## src/rtl/cic_pkg.sv

```systemverilog
// rtl/cic_pkg.sv - shared CIC decimator constants and controller state type
package cic_pkg;

  localparam int CIC_NUM_STAGES = 3;
  localparam int CIC_STG_GSZ    = 5;
  localparam int CIC_ISZ        = 16;
  localparam int CIC_OSZ        = CIC_ISZ + CIC_NUM_STAGES * CIC_STG_GSZ;

  typedef enum logic [1:0] {
    HOLD,
    FLUSH,
    RUN
  } cic_ctrl_state_t;

endpackage

```

## src/rtl/sample_fifo.sv

```systemverilog
// rtl/sample_fifo.sv - synchronous sample FIFO with a registered read head
module sample_fifo #(
  parameter int W     = 16,
  parameter int DEPTH = 4
) (
  input  logic         in_clk,
  input  logic         reset,
  input  logic         wr_en,
  input  logic [W-1:0] wr_data,
  input  logic         rd_en,
  output logic         full,
  output logic         empty,
  output logic [W-1:0] rd_data
);
  localparam int AW = $clog2(DEPTH);

  logic [W-1:0]  mem [DEPTH];
  logic [AW-1:0] wr_ptr, rd_ptr, rd_ptr_nx;
  logic [AW:0]   count, count_nx;
  logic          rd_ok, wr_ok;

  assign full  = (count == (AW+1)'(DEPTH));
  assign empty = (count == '0);

  always_comb begin
    rd_ok     = rd_en && !empty;
    wr_ok     = wr_en && (!full || rd_ok);
    count_nx  = count + (AW+1)'(wr_ok) - (AW+1)'(rd_ok);
    rd_ptr_nx = rd_ptr + AW'(rd_ok);
  end

  always_ff @(posedge in_clk) begin
    if (wr_ok) mem[wr_ptr] <= wr_data;
  end

  always_ff @(posedge in_clk) begin
    if (reset) begin
      wr_ptr  <= '0;
      rd_ptr  <= '0;
      count   <= '0;
      rd_data <= '0;
    end else begin
      if (wr_ok) wr_ptr <= wr_ptr + AW'(1);
      rd_ptr <= rd_ptr_nx;
      count  <= count_nx;
      // a write that lands as the only entry bypasses the array into the head
      if (wr_ok && count_nx == (AW+1)'(1)) rd_data <= wr_data;
      else if (rd_ok && count_nx != '0)    rd_data <= mem[rd_ptr_nx];
    end
  end

endmodule

```

## src/rtl/cic_decim_ctrl.sv

```systemverilog
// rtl/cic_decim_ctrl.sv - CIC decimator sequencer, output scaler and sample buffer
module cic_decim_ctrl
  import cic_pkg::*;
#(
  parameter int ISZ        = CIC_ISZ,
  parameter int OSZ        = CIC_OSZ,
  parameter int CNT_W      = 8,
  parameter int DISCARD    = 3,
  parameter int FIFO_DEPTH = 4
) (
  input  logic             in_clk,
  input  logic             reset,
  input  logic [CNT_W-1:0] cfg_ratio,
  input  logic [4:0]       cfg_shift,
  input  logic             cfg_load,
  output logic             cfg_busy,
  output logic             cic_reset,
  output logic             cic_out_clk,
  input  logic [OSZ-1:0]   cic_out,
  input  logic             cic_out_valid,
  output logic [ISZ-1:0]   m_data,
  output logic             m_valid,
  input  logic             m_ready,
  output logic             sat_flag,
  output logic             ovf_flag,
  input  logic             flag_clr
);
  localparam int DW = $clog2(DISCARD + 2);
  localparam logic signed [OSZ-1:0] S_MAX = OSZ'((1 << (ISZ - 1)) - 1);
  localparam logic signed [OSZ-1:0] S_MIN = ~S_MAX;

  cic_ctrl_state_t       state;
  logic [1:0]            hold_cnt;
  logic [DW-1:0]         disc_cnt;
  logic [CNT_W-1:0]      ratio_q, dec_cnt;
  logic [4:0]            shift_q;
  logic                  take, sc_valid, sat_hit;
  logic                  fifo_full, fifo_empty, fifo_rd, fifo_wr;
  logic [ISZ-1:0]        sc_data, sat_val;
  logic signed [OSZ-1:0] shifted;

  assign take    = (state == RUN) && cic_out_valid && !cfg_load;
  assign fifo_rd = m_valid && m_ready;
  assign fifo_wr = sc_valid && (!fifo_full || fifo_rd);
  assign m_valid = !fifo_empty;

  always_comb begin
    shifted = $signed(cic_out) >>> shift_q;
    sat_hit = 1'b0;
    sat_val = shifted[ISZ-1:0];
    if (shifted > S_MAX) begin
      sat_val = {1'b0, {(ISZ-1){1'b1}}};
      sat_hit = 1'b1;
    end else if (shifted < S_MIN) begin
      sat_val = {1'b1, {(ISZ-1){1'b0}}};
      sat_hit = 1'b1;
    end
  end

  always_ff @(posedge in_clk) begin
    if (reset) begin
      state       <= HOLD;
      hold_cnt    <= 2'd2;
      disc_cnt    <= DW'(DISCARD);
      dec_cnt     <= '0;
      ratio_q     <= CNT_W'(2);
      shift_q     <= 5'd15;
      cic_reset   <= 1'b1;
      cic_out_clk <= 1'b0;
      cfg_busy    <= 1'b0;
    end else if (cfg_load) begin
      state       <= HOLD;
      hold_cnt    <= 2'd2;
      disc_cnt    <= DW'(DISCARD);
      dec_cnt     <= '0;
      ratio_q     <= (cfg_ratio < CNT_W'(2)) ? CNT_W'(2) : cfg_ratio;
      shift_q     <= cfg_shift;
      cic_reset   <= 1'b1;
      cic_out_clk <= 1'b0;
      cfg_busy    <= 1'b1;
    end else begin
      if (fifo_wr) cfg_busy <= 1'b0;
      if (state == HOLD) begin
        dec_cnt     <= '0;
        cic_out_clk <= 1'b0;
      end else if (dec_cnt == ratio_q - CNT_W'(1)) begin
        dec_cnt     <= '0;
        cic_out_clk <= 1'b1;
      end else begin
        dec_cnt     <= dec_cnt + CNT_W'(1);
        cic_out_clk <= 1'b0;
      end
      case (state)
        HOLD: begin
          disc_cnt <= DW'(DISCARD);
          if (hold_cnt == 2'd0) begin
            state     <= FLUSH;
            cic_reset <= 1'b0;
          end else begin
            hold_cnt <= hold_cnt - 2'd1;
          end
        end
        FLUSH: begin
          // comb-pipeline start-up words are counted off and never stored
          if (disc_cnt == '0) begin
            state <= RUN;
          end else if (cic_out_valid) begin
            disc_cnt <= disc_cnt - DW'(1);
            if (disc_cnt == DW'(1)) state <= RUN;
          end
        end
        default: ;
      endcase
    end
  end

  always_ff @(posedge in_clk) begin
    if (reset) begin
      sc_valid <= 1'b0;
      sc_data  <= '0;
      sat_flag <= 1'b0;
      ovf_flag <= 1'b0;
    end else begin
      sc_valid <= take;
      if (take) sc_data <= sat_val;
      if (take && sat_hit)      sat_flag <= 1'b1;
      else if (flag_clr)        sat_flag <= 1'b0;
      if (sc_valid && !fifo_wr) ovf_flag <= 1'b1;
      else if (flag_clr)        ovf_flag <= 1'b0;
    end
  end

  sample_fifo #(
    .W     (ISZ),
    .DEPTH (FIFO_DEPTH)
  ) u_fifo (
    .in_clk  (in_clk),
    .reset   (reset),
    .wr_en   (sc_valid),
    .wr_data (sc_data),
    .rd_en   (fifo_rd),
    .full    (fifo_full),
    .empty   (fifo_empty),
    .rd_data (m_data)
  );

endmodule

```

## config.mk

```make
export PLATFORM = sky130hd
export DESIGN_NAME = cic_decim_ctrl
export DESIGN_NICKNAME = d
export VERILOG_FILES = /design/src/rtl/cic_pkg.sv /design/src/rtl/sample_fifo.sv /design/src/rtl/cic_decim_ctrl.sv
export SDC_FILE = /design/constraint.sdc
export NUM_CORES = 1
export LEC_CHECK = 0
export CELL_PAD_IN_SITES_DETAIL_PLACEMENT = 0
export CELL_PAD_IN_SITES_GLOBAL_PLACEMENT = 2
export CORE_AREA = 2 2 153 155
export DETAILED_ROUTE_END_ITERATION = 10
export DIE_AREA = 0 0 155 157
export GPL_ROUTABILITY_DRIVEN = 0
export PLACE_DENSITY = 0.78
export SETUP_SLACK_MARGIN = 0.15
export SYNTH_ARGS = -nofsm -noshare
export SYNTH_HDL_FRONTEND = slang
export SYNTH_SLANG_ARGS = --single-unit
```

## constraint.sdc

```tcl
create_clock -name in_clk -period 3.5 [get_ports in_clk]
set_input_delay 0.35 -clock in_clk [delete_from_list [all_inputs] [get_ports in_clk]]
set_output_delay 0.35 -clock in_clk [all_outputs]
set_load 0.005 [all_outputs]
```

==> impl_metrics.yaml, run 1 <==
pwr:
  total_power_w: 0.00452
  powerDensity_mw_per_mm2: 479
  ir_worst_vdd_v: 0.000297
  p_leak_nw: 3.57
critical_path:
  crit_chain: "or3_1, and2_1, ha_1, inv_1, ha_1, inv_1, fa_1, xor2_1, xnor2_1, nand2_1, o21a_1, buf_6, mux2i_1, a211oi_1"
  worstPathArrival_ns: 3.52
  critPathTopFamily: "adder cells"
  required_ns: 3.82
  reg2reg_from: "u_fifo.count[0]$_SDFF_PP0_"
  critical_path.endpoint_type: "register"
  r2r-end: "u_fifo.rd_data[11]$_SDFFE_PP0P_"
  crit_path_start_kind: "register"
  reg2reg_slack_ns: 0.31
  r2r_cells: 14
  startpoint: "u_fifo.count[0]$_SDFF_PP0_"
  crit_buf_inv: 3
  slowest_delay_ns: 0.39
  crit_fanout: 16
  slowest_stage: "or3_1"
  crit_type: "reg -> reg"
clock_tree:
  holdBufCountCts: 0
  clock_path_buffers: 2
  htree_levels: 4
  cts_sinks: 137
  cts_buffers: 17
  cts_tree: "done"
  clkSlewWorstSetupHoldPaths_ns: 0.06
  worstSkewPairLatency_ns: 0.42
  cts_root_buf: "clkbuf_16"
timing:
  fin_crit_sh: 0.912
  skew_ns: 0.00892
  totalNegativeSetupSlack_ns: 0
  hold_viol: 0
  relSlewSlack: 0.403
  rsz0062_at_grt: "false"
  tightest_slew_ns: 0.895
  whs_ns: 0.454
  setup_viol: 0
  max_clock_freq_ghz: 0.313
  finalCriticalPeriod_ns: 3.19
  drv_slew: 0
run:
  cap_violations: 0
synth:
  synth-compound-area-share: 0.123
  yosysWarnings: 0
  yosys.area_share.xor_xnor: 0.0259
  synth_largest_area_cell: "edfxtp_1"
  ys_ff_latch: 137
  synth_seq_area_share: 0.434
  synth_top_family_by_area: "multiplexers"
  async_flop_share: 0
  synth_cells: 675
  synth_top_area_frac: 0.247
  synthSimpleGateAreaFrac: 0.117
  ys_types: 67
  synthMuxAreaShare: 0.232
  netlist_area_sq_mm: 0.00779
  synth_area_leaders: "edfxtp_1 (25%), dfxtp_1 (19%), mux4_2 (13%)"
  synthAdderAreaFrac: 0.0234
  synth-edff-count: 64
  synthFlopType: "dfxtp_1"
  syn-num-nets: 739
  synth.avg_cell_area_sq_um: 11.5
placement:
  dpl_cell_area_sq_mm: 0.00881
  io_buffers: 71
  hpwlAfterDp_um: 13700
routing:
  drt_first_pass_iters: 4
  vias: 5669
  wire_per_inst_um: 18.1
  drt_iter0_drc: 324
  drc: 0
  drt_wl_total_um: 18900
  detail-route-antenna-nets: 0
  via_per_inst: 5.42
grt:
  grt_max_degree: 38
  grt.total_usage: 0.161
  grt-ovfl-total: 0
  antenna_found_initial: 0
  grt_first_pass_wirelength_um: 30600
  grt_pass1_vias: 5690
finish:
  area_growth_pct: 21.1
  final_cell_area_sq_mm: 0.00944
  diodes: 0
  final_cell_mix: "dfxtp_1 (71), clkdlybuf4s50_1 (71), nand2_1 (66)"
  final_nets: 811
  drive_gt1_frac: 0.188
outcome:
  status: "finished clean"
min_path:
  hold_path_end: "cic_reset$_SDFFE_PP1P_"
  hp-start: "cic_reset$_SDFFE_PP1P_"
  min_path_type: "reg -> reg"
  whs_path_depth: 2
die:
  dieArea_sq_mm: 0.0243
  io_pins: 72
  core-area_sq_mm: 0.0225
  dieWidth_um: 155
  die_h_um: 157
  initial_core_util: 0.346
  rows: 55
==> logic make-up after synthesis <==
logic type,after synthesis
and+or+nand+nor,194
DFF,137
AOI/OAI and AO/OA,123
muxes,113
buffers and inverters,71
xor gates and xnor gates,23
adders and majority gates,14
==> tightest hold or removal path: stages (launching register included) <==
cell	delay, ns
dfxtp_1	0.31
nand2_1	0.05
nand2_1	0.04
==> cells in the mapped netlist, types with 3 or more instances <==
master	count
dfxtp_1	73
nand2_1	66
edfxtp_1	64
nor2_1	57
mux4_2	46
mux2i_1	44
clkbuf_1	24
a211oi_1	22
inv_1	21
a21oi_1	19
mux2_2	18
ha_1	13
o21ai_0	13
xnor2_1	13
and2_1	11
nand3_1	11
xor2_1	10
buf_2	9
nor2b_1	9
nor3_1	9
o211ai_1	8
o311ai_0	8
o311ai_2	8
buf_4	6
o21a_1	6
and3_1	5
buf_1	5
buf_6	5
mux4_1	5
a311oi_1	4
a31oi_1	4
nand2b_1	4
o22ai_1	4
o31a_1	4
a21o_1	3
nor3b_1	3
nor4_1	3
or3_1	3
or4_1	3
==> how the worst max path moves through the flow <==
stage	endpoint	cells past startpoint
CTS	u_fifo.rd_data[11]$_SDFFE_PP0P_	14
global route	u_fifo.rd_data[10]$_SDFFE_PP0P_	14
finish	u_fifo.rd_data[11]$_SDFFE_PP0P_	14
global placement	sc_data[4]$_SDFFE_PP0P_	7
floorplan	u_fifo.rd_data[10]$_SDFFE_PP0P_	15
detailed placement	sc_data[0]$_SDFFE_PP0P_	7
==> report_power, final <==
group / internal [W] / leakage [nW] / switching [W]
sequential: 0.00170 / 1.34 / 0.0000449
clock: 0.000920 / 0.268 / 0.000704
combinational: 0.000571 / 1.96 / 0.000579
==> registers in the layout (all words and copies together) (netlist names) <==
| signal | flops |
|---|---|
| u_fifo.mem | 64 |
| sc_data | 16 |
| u_fifo.rd_data | 16 |
| dec_cnt | 8 |
| ratio_q | 8 |
| shift_q | 5 |
| disc_cnt | 3 |
| u_fifo.count | 3 |
| hold_cnt | 2 |
| state | 2 |
| u_fifo.rd_ptr | 2 |
| u_fifo.wr_ptr | 2 |
| cfg_busy | 1 |
| cic_out_clk | 1 |
| cic_reset | 1 |
| ovf_flag | 1 |
| sat_flag | 1 |
| sc_valid | 1 |
==> per-stage QoR <==
stage	setup WS, ns	utilization	std cells
final	0.308	0.419	1045
after floorplan	0.250	-	675
after global placement	0.0470	0.392	1007
after detailed placement	-0.0862	0.392	1007
after global routing	0.113	0.419	1045
after CTS	0.269	0.416	1039
==> routing by layer <==
| metal | global-route usage | part of all wire |
|---|---|---|
| met2 | 0.270 | 0.49 |
| met4 | 0.0498 | 0.015 |
| met1 | 0.211 | 0.47 |
| met5 | 0 | 0 |
| met3 | 0.0317 | 0.032 |
==> area by class of cell <==
class,instances,area [sq um]
Clock inverter,14,113
Fill cell,2107,13100
Multi-Input combinational cell,467,4080
Inverter,21,78.8
Clock buffer,18,429
Tap cell,285,357
Sequential cell,137,3390
Timing Repair Buffer,103,992
==> what timing repair did <==
action	in CTS	in global routing
endpoints found under the setup margin	6	18
buffers inserted	0	6
pin swaps	0	9
resized for setup	1	3
(Power assumes the default switching activity.)
==> inputs of run 2 (changes only) <==
- CORE_AREA: 2 2 153 155 -> 2 2 145 147
- DIE_AREA: 0 0 155 157 -> 0 0 147 149
- PLACE_DENSITY: 0.78 -> 0.82
- clock period: 3.5 -> 3.1 ns (I/O delays scaled with it)
==> run 2 against run 1 <==
Net effect:
- hold slack gained 0.0020 ns
- via count grew 3.1%
- critical endpoint is now u_fifo.rd_data[8]$_SDFFE_PP0P_
- highest routed layer unchanged
- clock power grew 23%
==> impl_metrics.yaml, run 2 (same netlist as run 1, synthesis figures left out) <==
routing:
  vias: 5842
  via_per_inst: 5.52
  drt_wl_total_um: 19400
  drt_first_pass_iters: 5
  drc: 0
  drt_iter0_drc: 377
  wire_per_inst_um: 18.3
  detail-route-antenna-nets: 0
timing:
  rsz0062_at_grt: "true"
  setup_viol: 0
  skew_ns: 0.0172
  fin_crit_sh: 0.961
  tightest_slew_ns: 1.01
  finalCriticalPeriod_ns: 2.98
  relSlewSlack: 0.326
  max_clock_freq_ghz: 0.336
  setup_ws_ns: 0.121
  hold_viol: 0
  whs_ns: 0.456
  drv_slew: 0
clock_tree:
  cts_root_buf: "clkbuf_16"
  htree_levels: 4
  cts_buffers: 17
  clock_path_buffers: 2
  cts_tree: "done"
  holdBufCountCts: 0
  cts_sinks: 137
  clkSlewWorstSetupHoldPaths_ns: 0.06
  worstSkewPairLatency_ns: 0.43
finish:
  top_regs: "u_fifo.mem: 64 flops, sc_data: 16 flops, u_fifo.rd_data: 16 flops"
  regMostFlops: "u_fifo.mem"
  final_cell_mix: "clkdlybuf4s50_1 (71), dfxtp_1 (68), nand2_1 (66)"
  drive_gt1_frac: 0.268
  area_growth_pct: 27.3
  largest_reg_flops: 64
  final_common_cell: "clkdlybuf4s50_1"
  final_nets: 834
  diodes: 0
placement:
  io_buffers: 71
  hpwlAfterDp_um: 13600
  dp_slack_ns: -0.338
grt:
  grt_max_degree: 35
  grt_first_pass_wirelength_um: 30800
  grt.total_usage: 0.178
  antenna_found_initial: 0
  grt-ovfl-total: 0
  grt_pass1_vias: 5828
critical_path:
  slowest_stage: "or3_4"
  startpoint: "u_fifo.count[0]$_SDFF_PP0_"
  reg2reg_slack_ns: 0.12
  reg2reg_from: "u_fifo.count[0]$_SDFF_PP0_"
  crit_end: "u_fifo.rd_data[8]$_SDFFE_PP0P_"
  crit_fanout: 8
  required_ns: 3.40
  worstPathArrival_ns: 3.28
  cp_num_cells: 16
  r2r-end: "u_fifo.rd_data[8]$_SDFFE_PP0P_"
  crit_buf_inv: 6
  crit_type: "reg -> reg"
  r2r_cells: 16
  critical_path.endpoint_type: "register"
  critPathTopFamily: "simple AND/OR/NAND/NOR gates"
  crit_path_start_kind: "register"
  slowest_delay_ns: 0.38
  crit_chain: "or3_4, and2_4, ha_4, inv_2, ha_4, inv_2, fa_2, xor2_2, xnor2_1, buf_4, buf_6, nand4_1, buf_6, buf_12, nor2_1, a211oi_2"
min_path:
  min_path_type: "in -> reg"
pwr:
  switchingPower_w: 0.00164
  p_leak_nw: 3.75
  p_clk_frac: 0.355
  p_int_w: 0.00399
  p_seq_frac: 0.350
  ir_worst_vdd_v: 0.000309
  powerDensity_mw_per_mm2: 567
  pwr-share-comb: 0.296
  switching_share: 0.292
outcome:
  status: "finished clean"
die:
  dieWidth_um: 147
  core-area_sq_mm: 0.0206
  io_pins: 72
  initial_core_util: 0.379
  die_h_um: 149
  dieArea_sq_mm: 0.0219
  rows: 53
run:
  cap_violations: 0
## run 2: changes by cell type in the layout (fill, tap and decap cells not counted), sizes merged
cell / previous run / this run
inv: 27 / 30
bufinv: 0 / 1
clkbuf: 18 / 20
clkinv: 7 / 3
buf: 32 / 53
## run 2: how the worst min path moves through the flow
stage | startpoint | end | slack (ns) | cells past startpoint
CTS | cfg_ratio[0] | ratio_q[0]$_SDFFE_PP0P_ | 0.45 | 3
detailed placement | cic_reset$_SDFFE_PP1P_ | cic_reset$_SDFFE_PP1P_ | 0.46 | 2
floorplan | cfg_shift[0] | shift_q[0]$_SDFFE_PP1P_ | 0.44 | 2
global route | cfg_ratio[0] | ratio_q[0]$_SDFFE_PP0P_ | 0.45 | 3
global placement | cic_reset$_SDFFE_PP1P_ | cic_reset$_SDFFE_PP1P_ | 0.45 | 2
finish | cfg_ratio[0] | ratio_q[0]$_SDFFE_PP0P_ | 0.46 | 3
## run 2: layout make-up
type                       instances  area, sq um
tap                              275          344
timing repair buffer             126         1250
sequential                       137         3400
multi-input combinational        467         4260
clock buffer                      18          439
inverter                          21         78.8
clock inverter                    14          153
fill                            1847        10600
## run 2: metrics by stage
stage	area (sq um)	util	std cells	total power [W]	TNS [ns]
global placement	8930	0.434	1011	0.00332	-3.35
CTS	9620	0.468	1048	0.00552	0
global route	9920	0.482	1058	0.00589	0
detailed placement	8930	0.434	1011	0.00335	-4.83
finish	9920	0.482	1058	0.00563	0
floorplan	7830	-	675	0.00298	0
## run 2: worst register-to-register path: stages (launching register included)
cell	delay (ns)
dfxtp_2	0.32
or3_4	0.38
and2_4	0.16
ha_4	0.21
inv_2	0.06
ha_4	0.12
inv_2	0.03
fa_2	0.35
xor2_2	0.16
xnor2_1	0.22
buf_4	0.15
buf_6	0.08
nand4_1	0.09
buf_6	0.17
buf_12	0.15
nor2_1	0.15
a211oi_2	0.06
## run 2: power groups by stage
| stage | Combinational [W] | Sequential [W] | Clock (W) |
|---|---|---|---|
| floorplan | 0.000996 | 0.00199 | 0 |
| global placement | 0.00132 | 0.00201 | 0 |
| detailed placement | 0.00134 | 0.00201 | 0 |
| CTS | 0.00151 | 0.00197 | 0.00203 |
| global route | 0.00179 | 0.00197 | 0.00212 |
| finish | 0.00166 | 0.00197 | 0.00200 |
## run 2: timing repair
item / CTS / global route
buffers inserted: 4 / 7
cloned: 1 / 3
setup endpoints to repair: 18 / 22
pin swaps: 7 / 18
resized for setup: 11 / 47
## run 2: per-layer routing
metal | vias up | track usage | wire, um
li1 | 2775 | - | -
met4 | 0 | 0.0615 | 369
met3 | 30 | 0.0333 | 615
met5 | - | 0 | 0
met2 | 129 | 0.305 | 9750
met1 | 2908 | 0.228 | 8640
==> inputs of run 3 (changes only) <==
- CORE_AREA: 2 2 145 147 -> 2 2 140 142
- DIE_AREA: 0 0 147 149 -> 0 0 142 144
- PLACE_DENSITY: 0.82 -> 0.87
- clock period: 3.1 -> 3.58 ns (I/O delays scaled with it)
==> run 3 against run 2 <==
Net effect:
- combinational power down 34%
- clock skew down 0.0058 ns
- utilization grew 0.72 points
- critical path type unchanged
- critical endpoint is now u_fifo.rd_data[4]$_SDFFE_PP0P_
- highest routed layer unchanged
==> impl_metrics.yaml, run 3 (same netlist as run 1, synthesis figures left out) <==
routing:
  wire_per_inst_um: 18.4
  drt_iter0_drc: 425
  drt_wl_total_um: 18100
  detail-route-antenna-nets: 0
  vias: 5659
  drc: 0
  via_per_inst: 5.75
  drt_first_pass_iters: 5
die:
  die_h_um: 144
  io_pins: 72
  rows: 51
  dieWidth_um: 142
  initial_core_util: 0.408
  dieArea_sq_mm: 0.0204
  core-area_sq_mm: 0.0191
clock_tree:
  clock_path_buffers: 2
  clkSlewWorstSetupHoldPaths_ns: 0.06
  holdBufCountCts: 0
  cts_buffers: 17
  worstSkewPairLatency_ns: 0.41
  cts_root_buf: "clkbuf_16"
  cts_sinks: 137
  cts_tree: "done"
  htree_levels: 4
  post_cts_buffers: 0
pwr:
  powerDensity_mw_per_mm2: 503
  p_leak_nw: 3.54
  ir_worst_vdd_v: 0.000306
finish:
  largest_reg_flops: 64
  drive_gt1_frac: 0.175
  diodes: 0
  regMostFlops: "u_fifo.mem"
  area_growth_pct: 19.9
  top_regs: "u_fifo.mem: 64 flops, sc_data: 16 flops, u_fifo.rd_data: 16 flops"
  final_nets: 799
  final_cell_mix: "dfxtp_1 (71), clkdlybuf4s50_1 (71), nand2_1 (66)"
critical_path:
  required_ns: 3.89
  r2r_cells: 14
  worstPathArrival_ns: 3.54
  crit_fanout: 16
  critical_path.endpoint_type: "register"
  crit_path_start_kind: "register"
  crit_type: "reg -> reg"
grt:
  grt_pass1_vias: 5626
  grt_first_pass_wirelength_um: 29500
  grt_max_degree: 45
  grt.total_usage: 0.184
  antenna_found_initial: 0
  grt-ovfl-total: 0
timing:
  whs_ns: 0.452
  skew_ns: 0.0114
  finalCriticalPeriod_ns: 3.23
  hold_viol: 0
  setup_viol: 0
  max_clock_freq_ghz: 0.310
  fin_crit_sh: 0.903
  rsz0062_at_grt: "false"
  totalNegativeSetupSlack_ns: 0
  tightest_slew_ns: 0.871
  drv_slew: 0
  relSlewSlack: 0.417
outcome:
  status: "finished clean"
placement:
  io_buffers: 71
  hpwlAfterDp_um: 13000
min_path:
  min_path_type: "reg -> reg"
  whs_path_depth: 2
run:
  cap_violations: 0
-- run 3: cell count changes in the layout (fill, tap and decap cells not counted), moves of 3 or more --
| cell | before | now |
|---|---|---|
| buf_4 | 45 | 20 |
| a211oi_1 | 6 | 22 |
| a211oi_2 | 16 | 0 |
| nor2_1 | 43 | 57 |
| nor2_2 | 11 | 0 |
| buf_12 | 5 | 0 |
| bufinv_16 | 1 | 5 |
| clkinv_2 | 0 | 3 |
| dfxtp_1 | 68 | 71 |
| dfxtp_4 | 3 | 0 |
| inv_6 | 5 | 2 |
| inv_8 | 4 | 1 |
| nor2_4 | 3 | 0 |
-- run 3: worst max-delay path, cell delays in order (launching register included) --
cell      delay [ns]
dfxtp_1         0.35
or3_1           0.38
and2_1          0.20
ha_1            0.28
inv_1           0.06
ha_1            0.14
inv_1           0.06
fa_1            0.40
xor2_2          0.18
xnor2_2         0.20
nand2_1         0.08
o21a_1          0.16
buf_4           0.22
mux2i_1         0.15
a211oi_1        0.27
-- run 3: report_power, final --
part | switching, W | internal (W) | total (W)
combinational | 0.000553 | 0.000536 | 0.00109
clock | 0.000663 | 0.00124 | 0.00190
sequential | 0.0000503 | 0.00166 | 0.00171
total | 0.00127 | 0.00344 | 0.00470
-- run 3: timing repair --
item	4_1_cts	5_1_grt
setup endpoints to repair	0	4
endpoints found under the hold margin	0	0
resized for setup	0	2
-- run 3: per-layer routing --
layer / vias up / track usage / part of all wire
li1: 2696 / - / -
met1: 2805 / 0.239 / 0.45
met2: 139 / 0.318 / 0.50
met3: 19 / 0.0344 / 0.034
met4: 0 / 0.0479 / 0.012
met5: - / 0 / 0
-- run 3: per-stage QoR --
stage | utilization | power [W] | cells | setup WS, ns | instance area (sq um)
after floorplan | - | 0.00252 | 675 | 0.152 | 7790
after global placement | 0.455 | 0.00279 | 954 | 0.233 | 8680
after detailed placement | 0.455 | 0.00282 | 954 | 0.0645 | 8680
after CTS | 0.489 | 0.00471 | 985 | 0.326 | 9330
after global routing | 0.490 | 0.00490 | 985 | 0.152 | 9340
final | 0.490 | 0.00470 | 985 | 0.349 | 9340
-- run 3: final timing paths --
path	endpoint	slack (ns)	from
setup / recovery	u_fifo.rd_data[4]$_SDFFE_PP0P_	0.35	u_fifo.count[2]$_SDFF_PP0_
hold / removal	cic_reset$_SDFFE_PP1P_	0.45	cic_reset$_SDFFE_PP1P_
setup reg to reg	u_fifo.rd_data[4]$_SDFFE_PP0P_	0.35	u_fifo.count[2]$_SDFF_PP0_
hold reg to reg	cic_reset$_SDFFE_PP1P_	0.45	cic_reset$_SDFFE_PP1P_
-- run 3: final cells by class --
class                           count  area, sq um
Fill cell                        1679         9740
Multi-Input combinational cell    467         4080
Sequential cell                   137         3390
Timing Repair Buffer               91          861
Clock buffer                       17          425
Tap cell                          238          298
Clock inverter                     14          219
Inverter                           21         78.8
